--- src/rtl/logic16_arbiter.sv ---
// Round-robin arbiter sharing one registered 16-bit bitwise logic unit between NREQ requesters.
// Accept in IDLE or on a RESP handshake, compute for one cycle in EXEC, hold the result in RESP.
module logic16_arbiter #(
   parameter int unsigned NREQ = 4,
   parameter int unsigned IDW  = 2
) (
   input  logic                 clk,
   input  logic                 rst_n,
   input  logic [NREQ-1:0]      req_valid,
   output logic [NREQ-1:0]      req_ready,
   input  logic [2*NREQ-1:0]    req_op,
   input  logic [16*NREQ-1:0]   req_a,
   input  logic [16*NREQ-1:0]   req_b,
   output logic                 resp_valid,
   input  logic                 resp_ready,
   output logic [15:0]          resp_data,
   output logic [IDW-1:0]       resp_id,
   output logic                 busy
);

   typedef enum logic [1:0] {StIdle, StExec, StResp} state_e;

   state_e         state_q, state_d;
   logic [IDW-1:0] rr_ptr_q, rr_ptr_d;
   logic [IDW-1:0] id_q;
   logic [IDW-1:0] winner;
   logic [IDW-1:0] winner_next;
   logic           found;
   logic           grant_en;
   logic           accept;
   logic [1:0]     op_q;
   logic [15:0]    a_q, b_q;
   logic [15:0]    result;
   logic [15:0]    resp_data_q;
   logic [IDW-1:0] resp_id_q;

   // First valid requester at or after rr_ptr, wrapping modulo NREQ.
   always_comb begin
      int            idx;
      logic [IDW-1:0] idx_w;
      found = 1'b0;
      winner = '0;
      for (int k = 0; k < int'(NREQ); k++) begin
         idx = int'(rr_ptr_q) + k;
         if (idx >= int'(NREQ)) idx = idx - int'(NREQ);
         idx_w = idx[IDW-1:0];
         if (!found && req_valid[idx_w]) begin
            found = 1'b1;
            winner = idx_w;
         end
      end
   end

   assign winner_next = (winner == IDW'(NREQ - 1)) ? '0 : winner + 1'b1;

   // rst_n gates the grant so req_ready drops with reset, not at the next edge.
   assign grant_en = rst_n && ((state_q == StIdle) || ((state_q == StResp) && resp_ready));
   assign accept   = grant_en && found;

   always_comb begin
      state_d   = state_q;
      rr_ptr_d  = rr_ptr_q;
      req_ready = '0;
      if (accept) begin
         req_ready = NREQ'(1) << winner;
         rr_ptr_d  = winner_next;
      end
      case (state_q)
         StIdle:  if (accept) state_d = StExec;
         StExec:  state_d = StResp;
         StResp:  if (resp_ready) state_d = accept ? StExec : StIdle;
         default: state_d = StIdle;
      endcase
   end

   // Shared gate arrays, fed only from the registered operands.
   always_comb begin
      result = '0;
      unique case (op_q)
         2'b00: result = a_q & b_q;
         2'b01: result = a_q | b_q;
         2'b10: result = a_q ^ b_q;
         2'b11: result = ~a_q;
      endcase
   end

   always_ff @(posedge clk or negedge rst_n) begin
      if (!rst_n) begin
         state_q     <= StIdle;
         rr_ptr_q    <= '0;
         op_q        <= '0;
         a_q         <= '0;
         b_q         <= '0;
         id_q        <= '0;
         resp_data_q <= '0;
         resp_id_q   <= '0;
      end else begin
         state_q  <= state_d;
         rr_ptr_q <= rr_ptr_d;
         if (accept) begin
            op_q <= req_op[{winner, 1'b0} +: 2];
            a_q  <= req_a[{winner, 4'b0000} +: 16];
            b_q  <= req_b[{winner, 4'b0000} +: 16];
            id_q <= winner;
         end
         if (state_q == StExec) begin
            resp_data_q <= result;
            resp_id_q   <= id_q;
         end
      end
   end

   assign resp_valid = (state_q == StResp);
   assign resp_data  = resp_data_q;
   assign resp_id    = resp_id_q;
   assign busy       = (state_q != StIdle);

endmodule

--- config.mk ---
export PLATFORM = sky130hd
export DESIGN_NAME = logic16_arbiter
export DESIGN_NICKNAME = d
export VERILOG_FILES = /design/src/rtl/logic16_arbiter.sv
export SDC_FILE = /design/constraint.sdc
export NUM_CORES = 1
export LEC_CHECK = 0
export CAP_MARGIN = 20
export CORE_ASPECT_RATIO = 0.9
export CORE_MARGIN = 5
export CORE_UTILIZATION = 40
export DETAILED_ROUTE_END_ITERATION = 8
export PLACE_DENSITY = 0.72
export SLEW_MARGIN = 20
export SYNTH_ARGS = -nofsm -noshare
export SYNTH_HDL_FRONTEND = slang
export SYNTH_SLANG_ARGS = --single-unit
--- constraint.sdc ---
create_clock -name clk -period 3.41 [get_ports clk]
set_clock_uncertainty 0.15 [all_clocks]
set_input_delay 0.682 -clock clk [delete_from_list [all_inputs] [get_ports clk]]
set_output_delay 0.682 -clock clk [all_outputs]
set_load 0.05 [all_outputs]
==> impl_results.md <==
* Fin crit share at 93.0%
* Worst Path Max Fanout at 9
* Number of max-slew violations in the final report at 0
* GRT overflow at 0
* Final hold vios at 0
* Logic pwr share at 58.1%
* RSZ-0062 raised after global routing: false
* Die Y at 110 um
* Clk slew on worst S/H paths at 50 ps
* Die ar. at 13300 um^2
* Antenna violations before repair at 0
* DRC at 0
* GPL Wtd Cong at 0.766
* Cell taking the most area after synthesis: dfrtp_1
* Post-Synth XOR/XNOR Area at 0%
* Top cells by area, synth: dfrtp_1 33%, ha_1 10%, mux4_2 8.1%
* I/O Buffers at 166
* Sequential fraction of the synthesis area at about a third
* Commonest non-fill, non-tap cell in the layout: clkdlybuf4s50_1
* Compound-Gate Fraction of Synth Area at 19.7%
* Htree depth at 3
* Layout cells sized above 1 at 15.4%
* Area growth syn-to-layout at 47.0%
* Vias in the first global route at between 4000 and 5000
* First-pass iteration count of the detailed router at 4
* Most frequent cells in the layout: 160 x clkdlybuf4s50_1, 58 x dfrtp_1, 49 x inv_1
* Switching Share at 41.0%
* Yosys top cell area share at between 30 and 40%
* Finished Layout Cells at 717
* Critical path required time at 2580 ps
* CTS Hold Bufs at 0
* Clk pwr share at between 10% and 20%
* Simple-gate share of the synthesized area at 7.52%
* Wire per inst at 18.7 um
* Flop and latch count out of synthesis at just under 60
* Total core area at 10800 um^2
* Final Util at ~60%
* Int Power at just under 0.003 W
* Mux share of post-synthesis cell area at around a fifth
* CTS root buf: clkbuf_16
* Largest family of logic cells by synthesized area: multiplexers
* Largest net degree at the start of global routing at a little under 60
* Max_slew headroom at 48.5%
* Critical Path AT at about 2300 ps
* Status: completed
* Worst reg2reg startpoint: rr_ptr_q[1]
* Fmax at roughly 320 MHz
* Via/cell ratio at 5.52
* Kind of critical path: input port to output pin
* Synthesized instance count at 421
* Crit. End Element: output pin
* # rows at 36
* Library cells used by synthesis at 42
* Maximum root-to-sink buffer count at 2
* Chip Width at ~120 um
* ANT cells at 0
* Leakage at around 2.9 nW
* Final antenna-violating net count at 0
* Clk sink count at a little under 60
* Adder-cell share of the synthesized area at 10.2%
* HPWL Detailed at 9610 um
* PD cells at 751 nW/um^2
* Final setup fails at 0
* Hold path startpoint: id_q[0]
* DR iter-0 viols at roughly 270
* Syn avg cell area at roughly 11 um^2
* HP Class: flip-flop to flip-flop
* Tot GR Track Use at 20.7%
* Fill count at 927
* Final #Nets at approximately 760
* Drt total wl at around 13000 um
* Ys Warns at 0
* Crit. Startpoint: req_valid[1]
* MaxCap Viol Count at 0
* Measured slew at the worst slew-check pin at 773 ps
* I/O Pins at roughly 170
* Via Count at 3955
* Pre-CTS worst setup slack at approximately 140 ps
* Placed Cells at 701
* Hold slack at 334 ps
* First-pass GRT wire length at 21600 um
* Final setup TNS at 0 ps
* Fin crit period at approximately 3200 ps
* Max IR drop VDD at 0.554 mV
* Worst skew pair latency at 320 ps
* Multi-input gate area at 2580 um^2
* Syn nets at 600
* Starting Density at 40.9%
* Cts bufs inserted at 9
* Sequential share of power at 25.4%
* Switching power total at 0.00200 W
* Cell area after synthesis at 4420 um^2
* Reg area at ~1500 um^2
* Worst R2R Setup Slack at 950 ps
* Worst setup margin at 239 ps
* TritonCTS clock tree: done
* Crit path launch type: input port
-- per-layer routing --
layer / up-vias / share of wire [%] / track usage [%]
met5: - / 0 / 0
li1: 1852 / - / -
met2: 114 / 50 / 35.8
met3: 9 / 6.1 / 5.30
met4: 0 / 0.85 / 4.85
met1: 1980 / 43 / 26.0
-- worst paths after layout --
check                                to  cells past startpoint
hold reg to reg                 id_q[0]                      1
min in group asynchronous  resp_data[6]                      2
setup reg to reg                a_q[12]                      7
hold / removal                  id_q[0]                      1
setup / recovery           req_ready[3]                      6
max in group asynchronous  resp_data[4]                      2
-- synth_stat cells --
master,instances
o221ai_1,24
mux4_2,16
buf_4,3
or2_2,1
dfrtp_1,58
a21o_1,31
buf_1,1
nand2_2,1
a21oi_1,2
and3_1,1
o21a_1,1
a211oi_1,2
or4_4,1
a2111o_1,1
nor2_2,1
clkbuf_1,14
inv_2,2
nand3b_1,1
nand3_1,33
and2_1,4
nand2_1,6
inv_4,1
mux2i_1,35
buf_2,7
o21ai_0,34
a21boi_1,1
buf_6,8
a221oi_1,1
o2bb2ai_2,1
ha_1,36
o21ai_1,1
nand4b_4,1
nor2_1,4
inv_1,49
nand2b_1,4
nor3_1,1
a2bb2oi_2,1
or2b_1,1
a21o_2,4
o221ai_2,7
o211ai_2,2
mux2_2,18
-- worst max-delay path, cell delays in order --
cell and delay, ps:
clkdlybuf4s50_1 500, or4_4 560, nand4b_4 170, inv_2 70, and2_1 160, buf_4 180
-- stage by stage --
step / instance area (um^2) / power (W)
floorplan: 4420 / 0.00323
global placement: 6220 / 0.00399
detailed placement: 6230 / 0.00411
CTS: 6500 / 0.00494
global route: 6500 / 0.00527
finish: 6500 / 0.00488
-- power groups by stage --
stage / clock network (W) / registers (W) / logic, W
3_3_place_gp: 0 / 0.00124 / 0.00276
2_1_floorplan: 0 / 0.00154 / 0.00168
5_1_grt: 0.000859 / 0.00129 / 0.00312
4_1_cts: 0.000826 / 0.00124 / 0.00287
3_5_place_dp: 0 / 0.00125 / 0.00286
6_report: 0.000807 / 0.00124 / 0.00284
-- registers in the layout, indices dropped and copies added (netlist names) --
register   count
a_q           16
b_q           16
id_q           2
op_q           2
resp_data     16
resp_id        2
rr_ptr_q       2
state_q        2
-- what timing repair did --
item | in CTS | in global routing
gates resized for setup | 0 | 1
hold endpoints to repair | 0 | 0
buffers inserted | 0 | 0
setup endpoints to repair | 0 | 2
-- area by class of cell --
type                    instances  share of cell area, %
repair buffers                180                   28.2
well taps                     133                   2.56
clock buffers                  13                   3.85
inverters                      52                   3.04
flip-flops and latches         58                   22.3
clock inverters                 3                  0.231
multi-input cells             278                   39.8
-- logic make-up (layout without fill, tap and decap cells) --
kind of cell | count (synthesis) | in the layout
AO/OA/AOI/OAI | 113 | 113
adder cells (fa/ha/maj) | 36 | 36
buffers and inverters | 85 | 248
flip-flops | 58 | 58
multiplexers | 69 | 69
AND/OR/NAND/NOR | 60 | 60
Note: power is estimated with default switching activity, not from simulation.
